**config.mk**
```make
export PLATFORM = sky130hd
export DESIGN_NAME = compare_sequencer
export DESIGN_NICKNAME = d
export VERILOG_FILES = /design/src/rtl/compare_sequencer.sv
export SDC_FILE = /design/constraint.sdc
export NUM_CORES = 1
export LEC_CHECK = 0
export ABC_AREA = 1
export BUFFER_PORTS_ARGS = -buffer_cell sky130_fd_sc_hd__buf_4
export CAP_MARGIN = 10
export CORE_MARGIN = 5
export CORE_UTILIZATION = 39
export CTS_CLUSTER_SIZE = 10
export DETAILED_ROUTE_END_ITERATION = 6
export PLACE_DENSITY = 0.66
export SLEW_MARGIN = 25
export SYNTH_ARGS = -nofsm -noshare
export SYNTH_HDL_FRONTEND = slang
export SYNTH_SLANG_ARGS = --single-unit
```
**constraint.sdc**
```tcl
create_clock -name clk -period 2.2 [get_ports clk]
set_input_delay 0.11 -clock clk [delete_from_list [all_inputs] [get_ports clk]]
set_output_delay 0.11 -clock clk [all_outputs]
set_load 0.01 [all_outputs]
```
**src/rtl/compare_sequencer.sv**
```systemverilog
// compare_sequencer: captures two operands from a shared switch bus on
// successive load presses, presents them to external comparators, and
// registers the comparator verdicts with a done pulse, a completed-comparison
// counter and a sticky consistency-error flag.
module compare_sequencer #(
  parameter int W     = 4,
  parameter int CNT_W = 8
) (
  input  logic             clk,
  input  logic             rst_n,
  input  logic [W-1:0]     din,
  input  logic             load,
  input  logic             clear,
  output logic [W-1:0]     x_out,
  output logic [W-1:0]     y_out,
  input  logic             gt_in,
  input  logic             lt_in,
  input  logic             eq_in,
  input  logic [W-1:0]     max_in,
  output logic             gt_q,
  output logic             lt_q,
  output logic             eq_q,
  output logic [W-1:0]     max_q,
  output logic             done,
  output logic [1:0]       state,
  output logic [CNT_W-1:0] cmp_count,
  output logic             err
);

  typedef enum logic [1:0] {
    IDLE   = 2'b00,
    WAIT_B = 2'b01,
    CMP    = 2'b10,
    SHOW   = 2'b11
  } state_t;

  state_t state_q, state_next;

  // Load synchroniser and edge detector.
  logic       s1, s2, prev;
  // warm shifts in ones after reset release; once s2 reflects the real load
  // level (warm[1]) and has been seen low, the edge detector is armed. This
  // keeps a load that was already high at reset release from firing a pulse.
  logic [1:0] warm;
  logic       armed;
  logic       ld_pulse;

  logic [W-1:0]     x_next, y_next, max_next;
  logic             gt_next, lt_next, eq_next, done_next, err_next;
  logic [CNT_W-1:0] cnt_next;
  logic             verdict_ok;

  assign ld_pulse = s2 & ~prev & armed;

  // Synchronise the asynchronous pushbutton and track its previous level.
  always_ff @(posedge clk or negedge rst_n) begin
    if (!rst_n) begin
      s1    <= 1'b0;
      s2    <= 1'b0;
      prev  <= 1'b0;
      warm  <= 2'b00;
      armed <= 1'b0;
    end else begin
      s1    <= load;
      s2    <= s1;
      prev  <= s2;
      warm  <= {warm[0], 1'b1};
      armed <= armed | (warm[1] & ~s2);
    end
  end

  // Exactly one of the three verdicts must be asserted.
  always_comb begin
    verdict_ok = 1'b0;
    case ({gt_in, lt_in, eq_in})
      3'b100, 3'b010, 3'b001: verdict_ok = 1'b1;
      default:                verdict_ok = 1'b0;
    endcase
  end

  // State register plus all registered outputs.
  always_ff @(posedge clk or negedge rst_n) begin
    if (!rst_n) begin
      state_q   <= IDLE;
      x_out     <= '0;
      y_out     <= '0;
      gt_q      <= 1'b0;
      lt_q      <= 1'b0;
      eq_q      <= 1'b0;
      max_q     <= '0;
      done      <= 1'b0;
      cmp_count <= '0;
      err       <= 1'b0;
    end else begin
      state_q   <= state_next;
      x_out     <= x_next;
      y_out     <= y_next;
      gt_q      <= gt_next;
      lt_q      <= lt_next;
      eq_q      <= eq_next;
      max_q     <= max_next;
      done      <= done_next;
      cmp_count <= cnt_next;
      err       <= err_next;
    end
  end

  // Next-state and next-output logic; clear overrides everything.
  always_comb begin
    state_next = state_q;
    x_next     = x_out;
    y_next     = y_out;
    gt_next    = gt_q;
    lt_next    = lt_q;
    eq_next    = eq_q;
    max_next   = max_q;
    done_next  = 1'b0;
    cnt_next   = cmp_count;
    err_next   = err;
    if (clear) begin
      state_next = IDLE;
      x_next     = '0;
      y_next     = '0;
      gt_next    = 1'b0;
      lt_next    = 1'b0;
      eq_next    = 1'b0;
      max_next   = '0;
      cnt_next   = '0;
      err_next   = 1'b0;
    end else begin
      case (state_q)
        IDLE, SHOW: begin
          if (ld_pulse) begin
            x_next     = din;
            state_next = WAIT_B;
          end
        end
        WAIT_B: begin
          if (ld_pulse) begin
            y_next     = din;
            state_next = CMP;
          end
        end
        CMP: begin
          // Comparators have had a full cycle of stable operands.
          gt_next    = gt_in;
          lt_next    = lt_in;
          eq_next    = eq_in;
          max_next   = max_in;
          done_next  = 1'b1;
          cnt_next   = cmp_count + CNT_W'(1);
          err_next   = err | ~verdict_ok;
          state_next = SHOW;
        end
        default: state_next = IDLE;
      endcase
    end
  end

  assign state = state_q;

endmodule
```
==> out/metrics.yaml, run 1 <==
status:
  status: "completed"
placed_design:
  post-dp-hpwl_um: 2055
  place.gp.congestion: 0.7766
  io_buffer_count: 41
  dp_cells: 223
timing:
  rsz0062_at_grt: "no"
  fin_crit_ns: 1.345
  fin_crit_sh_pct: 61.14
  fmax_mhz: 743.4
  tns_ns: 0
  hold_violations: 0
  report.final.slew_viol_count: 0
  hold_slack_ns: 0.01126
  fin_worst_skew_ns: 0.004051
  final-setup-viol-count: 0
yosys:
  synthTopCellsByArea: "dfrtp_1 (61%), nand2_1 (11%), a22o_1 (5.2%), o21ai_0 (4.5%), inv_1 (3.9%)"
  syn_area_mm2: 0.001345
  synth_xor_area_share_pct: 0.6512
  synthFlopType: "dfrtp_1"
  synth.top_cell.area_share_pct: 61.40
  synth_area_per_cell_um2: 9.818
  synth-edff-count: 0
  synth-warning-count: 0
  synthCells: 137
  synthArstFlopShare_pct: 100.0
  synth_compound_area_share_pct: 12.09
  yosys-top-cells-count: "nand2_1 (39), dfrtp_1 (33), inv_1 (14)"
  synth.distinct_cells: 19
  synth_area_leader_cell: "dfrtp_1"
  synth-seq-area-share_pct: 61.40
  synth.mux.area_fraction_pct: 0
  synthAdderAreaFrac_pct: 2.791
  yosysMostFrequentCell: "nand2_1"
  synth-simple-area-share_pct: 17.77
  synth_top_family_by_area: "simple AND/OR/NAND/NOR gates"
  syn_nets: 155
  synth-seq-cells: 33
global_routing:
  grt_overflow: 0
  grt_max_degree: 34
  grt_usage_pct: 13.50
  grt_pass1_vias: 1063
  grt_antenna_before_repair: 0
  grt_first_pass_wirelength_um: 4560
setup_path:
  reg2reg_slack_ns: 0.85
  start_kind: "register"
  reg2regPathDepth: 6
  crit_start: "state[0]$_DFFE_PN0P_"
  rr_startpoint: "state[0]$_DFFE_PN0P_"
  r2r_end: "x_out[1]$_DFFE_PN0P_"
  critPathArrivalTime_ns: 1.56
  crit_required_ns: 2.41
  path_class: "register to register"
  end_kind: "register"
  crit_fanout: 8
clocking:
  cts.sinks: 33
  clk_transition_reported_paths_ns: 0.10
  cts_tree: "yes"
  htreeDepth: 2
  cts_made_buffers: 5
  ctsResizeCount: 0
  cts-root-buf: "clkbuf_4"
  clock_latency_ns: 0.33
  cts_buffer_depth: 2
power:
  ir_worst_vdd_uv: 426.4
  p_int_w: 0.001037
  total_power_w: 0.001553
  powerDensity_mw_per_mm2: 849.5
  p_sw_share_pct: 33.22
  p_seq_share_pct: 49.8
  p_sw_w: 0.0005159
  clkPwrFrac_pct: 20.8
  p_leak_nw: 0.9740
  p_comb_share_pct: 29.3
hold_path:
  hold_class: "primary input to register"
  hold_end: "lt_q$_DFFE_PN0P_"
  hold_depth: 2
  min-delay-start: "lt_in"
cells_and_area:
  antenna_cells: 0
  fin_util_pct: 54.78
  fin_cells: 238
  layout.nets: 209
  area_growth_pct: 35.91
  layout-drive-gt1-share_pct: 28.65
route:
  ant_nets: 0
  routed_wl_um: 2859
  drtIter0Drc: 38
  via_count: 1096
  first_pass_iters: 4
  wl_per_cell_um: 12.01
  drc: 0
  vias_per_cell: 4.605
run:
  maxCapViolCount: 0
floorplanning:
  rows: 21
  io_pins: 42
  core-area_mm2: 0.003337
  die_h_um: 68.73
  dieArea_mm2: 0.004723
  initial_core_util_pct: 40.31
  die_w_um: 68.73
## final cells by class
type	instances	area, um^2
Clock buffer	5	37.54
Clock inverter	3	17.52
Fill cell	305	1509
Inverter	16	60.06
Multi-Input combinational cell	87	451.7
Sequential cell	33	825.8
Tap cell	46	57.56
Timing Repair Buffer	48	377.9
## worst max path at each step
stage | to | cells past startpoint
6_report | x_out[1]$_DFFE_PN0P_ | 6
5_1_grt | x_out[0]$_DFFE_PN0P_ | 7
4_1_cts | cmp_count[6]$_DFFE_PN0P_ | 6
3_5_place_dp | cmp_count[6]$_DFFE_PN0P_ | 6
3_3_place_gp | cmp_count[6]$_DFFE_PN0P_ | 7
2_1_floorplan | cmp_count[5]$_DFFE_PN0P_ | 7
## worst max-delay path, stage by stage, from the launching register on
cell and delay [ns]:
dfrtp_1 0.41, inv_1 0.06, ha_1 0.29, inv_1 0.07
nand2_1 0.07, nand2_1 0.20, o21ai_0 0.12
## per-stage QoR
step,instance area [um^2],worst slack [ns]
final,1828,0.8549
after global routing,1828,0.6746
after CTS,1828,0.8442
after detailed placement,1703,0.8818
after floorplan,1345,0.9608
after global placement,1703,0.9421
## metal layers
metal  GRT usage [%]  vias to the layer above  part of all wire (%)
met5               0                        -                     0
met4           5.109                        0                   1.5
met3           5.997                        5                   8.8
met2           22.41                       36                    45
met1           15.25                      505                    45
li1                -                      550                     -
## logic make-up (layout without fill, tap and decap cells)
group / after synthesis / after routing
flops: 33 / 33
other cells: 1 / 1
compound gates: 26 / 26
fa+ha+maj: 3 / 3
xor+xnor: 1 / 1
buf+inv: 17 / 72
simple gates: 56 / 56
## power groups by stage
stage	Clock (W)	Combinational (W)	Sequential, W
floorplan	0	0.000176	0.000821
global placement	0	0.000437	0.000780
detailed placement	0	0.000454	0.000783
CTS	0.000337	0.000466	0.000773
global route	0.000364	0.000511	0.000785
finish	0.000324	0.000455	0.000774
## cells in the final DEF, fill, tap and decap left out, types with 2 or more instances in the layout
cell type and count:
nor2_1 5, a22o_1 8, o21ai_0 12, dfrtp_1 33, nand3_1 6, dlygate4sd3_1 7, ha_1 3, buf_4 41
clkinv_2 2, nand2_1 39, inv_1 14, nor2_2 2, inv_2 2, a21oi_1 5, clkbuf_4 5
## state kept, by name (all words and copies together), names as in the netlist
register,flops
max_q,4
y_out,4
armed,1
warm,2
x_out,4
cmp_count,8
s1,1
err,1
prev,1
gt_q,1
state,2
s2,1
eq_q,1
done,1
lt_q,1
## timing repair
action | 4_1_cts | 5_1_grt
hold buffers | 7 | 0
setup buffers | 0 | 0
hold endpoints to repair | 39 | 0
Note: power is estimated with default switching activity, not from simulation.
==> run 2, diff against run 1 <==
clock period = 1.4 ns   (was 2.2 ns; I/O delays follow)
==> run 2 against run 1 <==
Against the previous run:
- die area did not move
- worst setup slack got worse by 0.72 ns
- critical path depth fell by 2
- global-route usage rose by 0.27 points
- combinational power rose by 66%
- largest cell class unchanged
- sequential power rose by 58%
==> out/metrics.yaml, run 2 (synthesis results as in run 1) <==
status:
  status: "completed"  # unchanged
power:
  p_int_w: 0.001758  # was 0.001037 W
  p_comb_share_pct: 29.4  # was 29.3%
  p_sw_w: 0.0008148  # was 0.0005159 W
  p_seq_share_pct: 47.3  # was 49.8%
  p_leak_nw: 0.9927  # was 0.9740 nW
  p_sw_share_pct: 31.67  # was 33.22%
  powerDensity_mw_per_mm2: 1368  # was 849.5 mW/mm^2
  clkPwrFrac_pct: 23.3  # was 20.8%
  ir_worst_vdd_uv: 733.8  # was 426.4 uV
setup_path:
  start_kind: "register"  # unchanged
  r2r_end: "eq_q$_DFFE_PN0P_"  # was x_out[1]$_DFFE_PN0P_
  crit_start: "state[0]$_DFFE_PN0P_"  # unchanged
  reg2reg_slack_ns: 0.13  # was 0.85 ns
  path_class: "register to register"  # unchanged
  rr_startpoint: "state[0]$_DFFE_PN0P_"  # unchanged
  reg2regPathDepth: 4  # was 6
  critPathArrivalTime_ns: 1.54  # was 1.56 ns
  crit_required_ns: 1.67  # was 2.41 ns
  crit_fanout: 9  # was 8
  end_kind: "register"  # unchanged
  crit_end: "eq_q$_DFFE_PN0P_"  # was x_out[1]$_DFFE_PN0P_
clocking:
  cts_made_buffers: 5  # unchanged
  cts-root-buf: "clkbuf_4"  # unchanged
  postCtsSetupRepairBufs: 0  # unchanged
  clock_latency_ns: 0.32  # was 0.33 ns
  clk_transition_reported_paths_ns: 0.10  # about the same
  cts.sinks: 33  # unchanged
  cts_tree: "yes"  # unchanged
  cts_buffer_depth: 2  # unchanged
  htreeDepth: 2  # unchanged
route:
  routed_wl_um: 2892  # was 2859 um
  met2WireLength_um: 1345  # was 1278 um
  via_count: 1092  # was 1,096
  drtIter0Drc: 52  # was 38
  topRoutingLayerUsed: "met4"  # unchanged
  first_pass_iters: 4  # unchanged
  wl_per_cell_um: 12.05  # was 12.01 um
  dr_wl_met3_um: 235  # was 253 um
  ant_nets: 0  # unchanged
  vias_per_cell: 4.550  # was 4.605
  wl_met1_um: 1237  # was 1284 um
  drc: 0  # unchanged
timing:
  final-setup-viol-count: 0  # unchanged
  fin_worst_skew_ns: 0.003762  # was 0.004051 ns
  report.final.slew_viol_count: 0  # unchanged
  fin_crit_ns: 1.268  # was 1.345 ns
  hold_slack_ns: 0.03712  # was 0.01126 ns
  fin_crit_sh_pct: 90.58  # was 61.14%
  hold_violations: 0  # unchanged
  fmax_mhz: 788.6  # was 743.4 MHz
  tns_ns: 0  # unchanged
  rsz0062_at_grt: "no"  # unchanged
cells_and_area:
  largest_reg_flops: 8  # unchanged
  area_growth_pct: 39.81  # was 35.91%
  largest-register: "cmp_count"  # unchanged
  layout-drive-gt1-share_pct: 29.90  # was 28.65%
  antenna_cells: 0  # unchanged
  layout.nets: 211  # was 209
  final_cell_mix: "buf_4 (41), nand2_1 (37), dfrtp_1 (33)"  # was buf_4 (41), nand2_1 (39), dfrtp_1 (33)
  layout_commonest_cell: "buf_4"  # unchanged
floorplanning:
  core-area_mm2: 0.003337  # unchanged
  dieArea_mm2: 0.004723  # unchanged
  initial_core_util_pct: 40.31  # unchanged
  die_h_um: 68.73  # unchanged
  die_w_um: 68.73  # unchanged
  io_pins: 42  # unchanged
  rows: 21  # unchanged
placed_design:
  post-dp-hpwl_um: 2047  # was 2055 um
  place.gp.congestion: 0.7766  # unchanged
  io_buffer_count: 41  # unchanged
global_routing:
  grt_overflow: 0  # unchanged
  grt_max_degree: 34  # unchanged
  grt_antenna_before_repair: 0  # unchanged
  grt_usage_pct: 13.77  # was 13.50%
  grt_first_pass_wirelength_um: 4726  # was 4560 um
  grt_pass1_vias: 1118  # was 1,063
hold_path:
  hold_class: "primary input to register"  # unchanged
run:
  maxCapViolCount: 0  # unchanged
==> run 2: repair_timing <==
| item | CTS | global route |
|---|---|---|
| endpoints found under the setup margin | 0 | 20 |
| hold endpoints to repair | 42 | 0 |
| resized for setup | 0 | 4 |
| hold buffers | 9 | 0 |
==> run 2: routing by layer <==
layer | vias to the layer above | GRT usage, %
met5 | - | 0
met4 | 0 | 7.299
met3 | 7 | 4.700
met2 | 37 | 21.81
met1 | 493 | 16.46
li1 | 555 | -
==> run 2: per-stage QoR <==
step / instances / power (W) / area, um^2 / worst slack, ns / util (%)
CTS: 240 / 0.002577 / 1863 / 0.03370 / 55.83
global route: 240 / 0.002735 / 1881 / 0.01435 / 56.36
floorplan: 137 / 0.001567 / 1345 / 0.1608 / -
finish: 240 / 0.002573 / 1881 / 0.1319 / 56.36
global placement: 223 / 0.001912 / 1703 / 0.1421 / 51.03
detailed placement: 223 / 0.001942 / 1703 / 0.06308 / 51.03
==> run 2: worst min path at each step <==
stage           start                  endpoint  depth (start not counted)
6_report       din[2]      y_out[2]$_DFFE_PN0P_                          3
2_1_floorplan   rst_n           armed$_DFF_PN0_                          0
3_5_place_dp    rst_n  cmp_count[5]$_DFFE_PN0P_                          1
3_3_place_gp    rst_n  cmp_count[5]$_DFFE_PN0P_                          1
4_1_cts        din[2]      y_out[2]$_DFFE_PN0P_                          3
5_1_grt        din[2]      x_out[2]$_DFFE_PN0P_                          3
==> run 2: cell type report <==
cell class / count / area, um^2
inverter: 16 / 60.06
fill: 295 / 1456
clock inverter: 1 / 5.005
tap: 46 / 57.56
multi-input combinational: 87 / 469.2
timing repair buffer: 50 / 397.9
sequential: 33 / 825.8
clock buffer: 7 / 65.06
==> run 2: critical path: stages (launching register included) <==
cell and delay, ns:
dfrtp_1 0.41, inv_1 0.09, ha_4 0.18, nor2_2 0.31, a22o_1 0.22
==> run 2: power by group through the flow <==
stage	Combinational, W	Clock [W]	Sequential [W]
floorplan	0.000277	0	0.00129
global placement	0.000686	0	0.00123
detailed placement	0.000713	0	0.00123
CTS	0.000736	0.000626	0.00121
global route	0.000840	0.000656	0.00124
finish	0.000756	0.000600	0.00122
